$ cat src/rtl/matrix_multiply_seq_pkg.sv
// Shared types and sizing for the sequential matrix multiplier.
// Build option: MATMUL_SEQ_SATURATE_EN widens the accumulator and clamps
// each C element to the largest WORD_LENGTH-bit value instead of wrapping.
package matmul_pkg;

  localparam int DEF_MATRIX_SIZE = 3;
  localparam int DEF_WORD_LENGTH = 8;

  typedef enum logic [1:0] {
    IDLE,
    ACCUM,
    DONE
  } state_e;

  // Index counter width; a 1x1 matrix still needs a one-bit counter.
  function automatic int idx_width(input int n);
    return (n > 1) ? $clog2(n) : 1;
  endfunction

  // Accumulator width: the full dot-product range when saturating,
  // otherwise the element width so that every step wraps.
  function automatic int acc_width(input int n, input int w);
`ifdef MATMUL_SEQ_SATURATE_EN
    return 2 * w + $clog2(n);
`else
    return w;
`endif
  endfunction

  localparam int IDX_W = idx_width(DEF_MATRIX_SIZE);
  localparam int ACC_W = acc_width(DEF_MATRIX_SIZE, DEF_WORD_LENGTH);

endpackage

$ cat src/rtl/matrix_multiply_seq_if.sv
// Operand/result bundle between a requester and the sequential multiplier.
// Build option MATMUL_SEQ_SATURATE_EN does not change this interface.
interface matrix_multiply_seq_if
  import matmul_pkg::*;
#(
  parameter int MATRIX_SIZE = DEF_MATRIX_SIZE,
  parameter int WORD_LENGTH = DEF_WORD_LENGTH
);

  logic                   start;
  logic [WORD_LENGTH-1:0] A [MATRIX_SIZE][MATRIX_SIZE];
  logic [WORD_LENGTH-1:0] B [MATRIX_SIZE][MATRIX_SIZE];
  logic [WORD_LENGTH-1:0] C [MATRIX_SIZE][MATRIX_SIZE];
  logic                   busy;
  logic                   done;

  modport master (output start, A, B, input C, busy, done);
  modport slave  (input start, A, B, output C, busy, done);

endinterface

$ cat src/rtl/matrix_multiply_seq_mac.sv
// Single multiply-accumulate step with the C-element reduction.
// Build option MATMUL_SEQ_SATURATE_EN: full-width product and accumulator,
// result clamped to the element range; otherwise everything wraps modulo
// 2^WORD_LENGTH.
module matmul_mac #(
  parameter int WORD_LENGTH = 8,
  parameter int ACC_W       = 8
) (
  input  logic [WORD_LENGTH-1:0] a_i,
  input  logic [WORD_LENGTH-1:0] b_i,
  input  logic [ACC_W-1:0]       acc_i,
  input  logic                   clear_i,
  output logic [ACC_W-1:0]       acc_o,
  output logic [WORD_LENGTH-1:0] res_o
);

  logic [ACC_W-1:0] base;
  logic [ACC_W-1:0] prod;

  assign base = clear_i ? '0 : acc_i;

`ifdef MATMUL_SEQ_SATURATE_EN
  localparam logic [ACC_W-1:0] MAX_VAL = ACC_W'({WORD_LENGTH{1'b1}});

  assign prod  = ACC_W'(a_i) * ACC_W'(b_i);
  assign acc_o = base + prod;
  assign res_o = (acc_o > MAX_VAL) ? {WORD_LENGTH{1'b1}} : acc_o[WORD_LENGTH-1:0];
`else
  // Product truncated to the accumulator width, matching the combinational
  // multiplier's modulo behaviour.
  assign prod  = a_i * b_i;
  assign acc_o = base + prod;
  assign res_o = acc_o;
`endif

endmodule

$ cat src/rtl/matrix_multiply_seq.sv
// Sequential C = A*B using one shared MAC, one product per clock.
// Build option MATMUL_SEQ_SATURATE_EN selects saturating results (see matmul_mac).
module matrix_multiply_seq
  import matmul_pkg::*;
#(
  parameter int MATRIX_SIZE = DEF_MATRIX_SIZE,
  parameter int WORD_LENGTH = DEF_WORD_LENGTH
) (
  input logic                  clk,
  input logic                  reset,
  matrix_multiply_seq_if.slave bus
);

  localparam int IW = idx_width(MATRIX_SIZE);
  localparam int AW = acc_width(MATRIX_SIZE, WORD_LENGTH);
  localparam logic [IW-1:0] LAST = IW'(MATRIX_SIZE - 1);

  state_e                 state_q, state_d;
  logic [IW-1:0]          x_q, x_d, y_q, y_d, z_q, z_d;
  logic [AW-1:0]          acc_q, acc_d;
  logic [WORD_LENGTH-1:0] a_q [MATRIX_SIZE][MATRIX_SIZE];
  logic [WORD_LENGTH-1:0] b_q [MATRIX_SIZE][MATRIX_SIZE];
  logic [WORD_LENGTH-1:0] c_q [MATRIX_SIZE][MATRIX_SIZE];
  logic                   capture;
  logic                   c_wr;
  logic [AW-1:0]          mac_acc;
  logic [WORD_LENGTH-1:0] mac_res;

  matmul_mac #(
    .WORD_LENGTH (WORD_LENGTH),
    .ACC_W       (AW)
  ) u_mac (
    .a_i     (a_q[x_q][z_q]),
    .b_i     (b_q[z_q][y_q]),
    .acc_i   (acc_q),
    .clear_i (z_q == '0),
    .acc_o   (mac_acc),
    .res_o   (mac_res)
  );

  // Next state, index walk and write strobes for the current MAC step.
  // NOTE: every signal gets a default before the case so no path leaves one unassigned (no latch).
  always_comb begin
    state_d = state_q;
    x_d     = x_q;
    y_d     = y_q;
    z_d     = z_q;
    acc_d   = acc_q;
    capture = 1'b0;
    c_wr    = 1'b0;
    case (state_q)
      IDLE: begin
        if (bus.start) begin
          capture = 1'b1;
          x_d     = '0;
          y_d     = '0;
          z_d     = '0;
          acc_d   = '0;
          state_d = ACCUM;
        end
      end
      ACCUM: begin
        if (z_q != LAST) begin
          acc_d = mac_acc;
          z_d   = z_q + IW'(1);
        end else begin
          c_wr  = 1'b1;
          acc_d = '0;
          z_d   = '0;
          if (y_q != LAST) begin
            y_d = y_q + IW'(1);
          end else begin
            y_d = '0;
            if (x_q != LAST) begin
              x_d = x_q + IW'(1);
            end else begin
              x_d     = '0;
              state_d = DONE;
            end
          end
        end
      end
      DONE:    state_d = IDLE;
      default: state_d = IDLE;
    endcase
  end

  // Controller state, counters, accumulator and result bank.
  // NOTE: sequential state uses non-blocking assignments so all registers update from pre-edge values.
  always_ff @(posedge clk) begin
    if (reset) begin
      state_q <= IDLE;
      x_q     <= '0;
      y_q     <= '0;
      z_q     <= '0;
      acc_q   <= '0;
      for (int i = 0; i < MATRIX_SIZE; i++)
        for (int j = 0; j < MATRIX_SIZE; j++)
          c_q[i][j] <= '0;
    end else begin
      state_q <= state_d;
      x_q     <= x_d;
      y_q     <= y_d;
      z_q     <= z_d;
      acc_q   <= acc_d;
      if (c_wr) c_q[x_q][y_q] <= mac_res;
    end
  end

  // Operand capture on the start-accepting edge.
  // NOTE: the operand copies are not reset; they are always loaded before the first read.
  always_ff @(posedge clk) begin
    if (capture) begin
      a_q <= bus.A;
      b_q <= bus.B;
    end
  end

  assign bus.C    = c_q;
  assign bus.busy = (state_q != IDLE);
  assign bus.done = (state_q == DONE);

endmodule

$ cat src/flat_wrapper.sv
// flat-port wrapper written by rule: the top's interface ports become plain ports
module matrix_multiply_seq_flat import matmul_pkg::*;
#(
  parameter int MATRIX_SIZE = DEF_MATRIX_SIZE,
  parameter int WORD_LENGTH = DEF_WORD_LENGTH
)
  (clk, reset, bus_start, bus_A, bus_B, bus_C, bus_busy, bus_done);
  matrix_multiply_seq_if #(.MATRIX_SIZE(MATRIX_SIZE), .WORD_LENGTH(WORD_LENGTH)) bus_i ();
  input logic clk;
  input logic reset;
  input wire logic [$bits(bus_i.start)-1:0] bus_start;
  input wire logic [$bits(bus_i.A)-1:0] bus_A;
  input wire logic [$bits(bus_i.B)-1:0] bus_B;
  output wire logic [$bits(bus_i.C)-1:0] bus_C;
  output wire logic [$bits(bus_i.busy)-1:0] bus_busy;
  output wire logic [$bits(bus_i.done)-1:0] bus_done;
  assign bus_i.start = bus_start;
  assign bus_i.A = {>>{bus_A}};
  assign bus_i.B = {>>{bus_B}};
  assign bus_C = {>>{bus_i.C}};
  assign bus_busy = bus_i.busy;
  assign bus_done = bus_i.done;
  matrix_multiply_seq #(.MATRIX_SIZE(MATRIX_SIZE), .WORD_LENGTH(WORD_LENGTH)) u_core (.clk(clk), .reset(reset), .bus(bus_i));
endmodule
$ cat config.mk
export PLATFORM = sky130hd
export DESIGN_NAME = matrix_multiply_seq_flat
export DESIGN_NICKNAME = d
export VERILOG_FILES = /design/src/rtl/matrix_multiply_seq_pkg.sv /design/src/rtl/matrix_multiply_seq_if.sv /design/src/rtl/matrix_multiply_seq_mac.sv /design/src/rtl/matrix_multiply_seq.sv /design/src/flat_wrapper.sv
export SDC_FILE = /design/constraint.sdc
export NUM_CORES = 1
export LEC_CHECK = 0
export BUFFER_PORTS_ARGS = -buffer_cell sky130_fd_sc_hd__clkbuf_2
export CAP_MARGIN = 20
export CORE_MARGIN = 3
export CORE_UTILIZATION = 45
export CTS_CLUSTER_DIAMETER = 80
export DETAILED_ROUTE_END_ITERATION = 10
export GPL_TIMING_DRIVEN = 0
export HOLD_SLACK_MARGIN = 0.03
export PLACE_DENSITY_LB_ADDON = 0.1
export SYNTH_ARGS = -nofsm -noshare
export SYNTH_HDL_FRONTEND = slang
export SYNTH_SLANG_ARGS = --single-unit
$ cat constraint.sdc
create_clock -name clk -period 7.5 [get_ports clk]
set_input_delay 0.375 -clock clk [delete_from_list [all_inputs] [get_ports clk]]
set_output_delay 0.375 -clock clk [all_outputs]
set_load 0.02 [all_outputs]
==> summary.txt <==
STA
  • Min Tclk post-route: 6.28 ns
  • Max-slew violation count: 0
  • Worst Tran Pin Value: 1.01 ns
  • Fin. Hold Viols: 0
  • Fin worst setup slack: around 1.2 ns
  • RSZ-0062 raised after global routing: false
  • Clk_skew: roughly 0.013 ns
  • Slew margin rel.: 0.324
  • Fmax achieved: 159 MHz
  • Final hold slack: about 0.041 ns
  • # setup viols final: 0
  • Fin crit share: 0.837
  • Setup_tns: 0 ns

CTS
  • CTS Buf Count: 25
  • Sink Count: approximately 230
  • Max Buffers Root-to-Sink: 3
  • Post-cts resize count: 0
  • Clk pin slew, worst setup/hold paths: ~0.06 ns
  • Skew-Pair Late Insertion Delay: approximately 0.53 ns
  • CTS H-tree lvls: 1
  • CTS root buf: clkbuf_16
  • CTS tree: done

Cells and area
  • N_diodes: 0
  • Share of cells above drive strength 1: 0.285
  • Fill cells: ~1700
  • Layout Utilization: 0.641
  • Most common cell after layout, fill and taps aside: clkbuf_2
  • Layout Nets: ~1300
  • Most frequent cells in the layout: clkbuf_2, edfxtp_1, dlygate4sd3_1, nor2_1, dfxtp_1
  • Final cell count without fillers: 1444
  • Synthesis-to-finish area growth: 37.9%

Floorplan
  • Core area: 21400 um^2
  • Die area: between 20000 and 25000 um^2
  • Die Height: between 150 and 200 um
  • IO Pins: 221
  • Row count: 53
  • Starting Density: 0.465
  • Die X: about 150 um

Detailed routing
  • DR pass1 iterations: 5
  • Iteration-0 DRC Markers: approximately 350
  • Drt via density: approximately 5.0
  • Final ANT Viol Nets: 0
  • DR WL/cell: about 18 um
  • Via count: 7222
  • DRC viols: 0
  • WL final: 26100 um

GRT
  • First-pass GRT wire length: 40600 um
  • GR Overflow Total: 0
  • Largest net degree at the start of global routing: 37
  • GRT Util Overall: 0.215
  • Initial antenna violation count: 0
  • Vias in the first global route: around 7400

Run
  • Maximum Capacitance Violations: 0

Pwr
  • Sw Share: 0.292
  • Leak Pwr: approximately 5.4 nW
  • Peak supply drop: 0.201 mV
  • Clock share of power: 0.356
  • Comb power frac: 0.228
  • Internal power: ~2.4 mW
  • Net Switching: 1.01 mW
  • Reg power frac: 0.417
  • Pwr/cell area: around 250 nW/um^2

Setup path
  • Worst endpoint required time: between 7 and 8 ns
  • Critical Path Stages: 22
  • CP Capture Type: flop
  • Crit path largest cell delay: between 0.5 and 0.6 ns
  • Crit-path max FO: 10
  • WP buf/inv: 7
  • Crit-path most repeated cell: inv_1
  • Arr. time, crit path: 6.72 ns
  • Crit-path cells: buf_6 > inv_1 > clkbuf_1 > nand2_1 > o32ai_2 > inv_1 > or2_2 > fa_1 > inv_1 > ha_1 > fa_1 > inv_1 > fa_1 > inv_1 > ha_1 > a21oi_1 > xnor2_1 > xnor2_1 > xnor2_1 > xnor2_1 > xnor3_2 > a211oi_2
  • Critical Path Source Type: flop
  • Critical path class: flop to flop
  • Worst Reg-to-Reg Cells: 22
  • CP max stage cell: fa_1
  • Worst path top cell family by delay: adder cells

Placed design
  • Placed instance count: 1259
  • IO buf count: about 220
  • Detail Placement HPWL: roughly 18000 um
  • Placer Congestion: between 0.8 and 0.9
  • Placement Setup Slack: 0.978 ns

Synth
  • Synth top area share: 0.435
  • Synthesis-stage register bit count: 232
  • Post-synth top area cell: edfxtp_1
  • Synth warn: 0
  • Synth Net Count: 941
  • Syn_area_per_cell: 13.1 um^2
  • Synth Cell Area: 9940 um^2
  • Top post-synthesis cells by area: edfxtp_1, dfxtp_1, mux2i_1
  • Cells after synthesis: roughly 760
  • EDFF count, synth: around 140
  • Seq/Total Area, Yosys: 0.613
  • Yosys cell types: 54
  • Post-synth ARST share: 0
  • Main synth FF type: edfxtp_1

Outcome
  • Outcome: complete, no violations

Hold path
  • Min-Delay Path Depth: 1
  • Hold Path Class: input port to flop
==> cell usage after synthesis, types with 3 or more instances <==
master	n
nand2_1	57
a22oi_1	10
nor2b_1	7
mux2_2	24
a221oi_1	13
mux2i_1	62
a21oi_1	30
a211oi_1	10
ha_1	17
buf_6	10
mux2_1	4
a221o_1	12
or2_2	5
o32ai_1	4
nand2b_1	5
edfxtp_1	144
fa_1	18
a32o_1	4
buf_2	3
o2bb2ai_1	7
a211oi_2	9
nor2_1	95
o21ai_0	5
buf_4	3
nor3_1	4
xnor2_1	13
buf_1	8
dfxtp_1	88
inv_1	32
and2_1	10
clkbuf_1	18
==> state kept, by name, indices dropped and copies added, names as in the netlist <==
signal and flops:
u_core.a_q 72, u_core.acc_q 8, u_core.b_q 72, u_core.bus.C 72, u_core.state_q 2, u_core.x_q 2, u_core.y_q 2, u_core.z_q 2
==> routing by layer <==
| metal | track usage | vias to the layer above | share of wire |
|---|---|---|---|
| met5 | 0 | - | 0 |
| met4 | 0.0421 | 0 | 0.014 |
| met3 | 0.0333 | 32 | 0.049 |
| met2 | 0.372 | 191 | 0.50 |
| met1 | 0.291 | 3448 | 0.44 |
| li1 | - | 3551 | - |
==> power groups by stage <==
stage	clock network [mW]	registers, mW	logic, mW
2_1_floorplan	0	1.46	0.444
3_3_place_gp	0	1.47	0.686
3_5_place_dp	0	1.46	0.727
4_1_cts	1.25	1.43	0.790
5_1_grt	1.30	1.44	0.863
6_report	1.23	1.44	0.785
==> worst reg2reg max path: cells and delay by family (launching register included) <==
kind | cells | cell delay (ns)
xor gates and xnor gates | 5 | 1.10
adders and majority gates | 5 | 2.22
AOI/OAI and AO/OA | 3 | 0.83
and+or+nand+nor | 2 | 0.67
DFF | 1 | 0.30
buffers and inverters | 7 | 1.05
==> metrics by stage <==
| stage | power [mW] | cell area [um^2] |
|---|---|---|
| 3_5_place_dp | 2.19 | 11500 |
| 3_3_place_gp | 2.15 | 11400 |
| 4_1_cts | 3.47 | 13700 |
| 2_1_floorplan | 1.91 | 9940 |
| 6_report | 3.45 | 13700 |
| 5_1_grt | 3.61 | 13700 |
==> what timing repair did <==
action,4_1_cts,5_1_grt
buffers inserted,0,0
endpoints found under the hold margin,135,3
hold buffers,135,3
==> cell families after synthesis <==
family / Yosys count / share of synthesized area
and+or+nand+nor: 191 / 0.0824
adders and majority gates: 35 / 0.0577
xor gates and xnor gates: 16 / 0.0170
muxes: 91 / 0.0957
DFF: 232 / 0.613
buffers and inverters: 75 / 0.0374
AOI/OAI and AO/OA: 119 / 0.0973
==> path summary, 6_finish.rpt <==
check / slack [ns] / endpoint / start
min: 0.04 / u_core.a_q[21]$_DFFE_PP_ / bus_A[21]
min reg2reg: 0.46 / u_core.bus.C[36]$_SDFFE_PP0P_ / u_core.bus.C[36]$_SDFFE_PP0P_
max: 1.22 / u_core.bus.C[23]$_SDFFE_PP0P_ / u_core.z_q[1]$_SDFFE_PP0P_
max reg2reg: 1.22 / u_core.bus.C[23]$_SDFFE_PP0P_ / u_core.z_q[1]$_SDFFE_PP0P_
==> area by class of cell <==
type                            count  area (um^2)  area share
Clock buffer                       25          626      0.0457
Multi-Input combinational cell    452         3490       0.254
Tap cell                          275          344      0.0251
Inverter                           33          124     0.00904
Sequential cell                   232         6090       0.444
Timing Repair Buffer              364         2580       0.189
Buffer                             42          248      0.0181
Clock inverter                     21          200      0.0146
No activity file was read; power rests on OpenSTA's default activity.
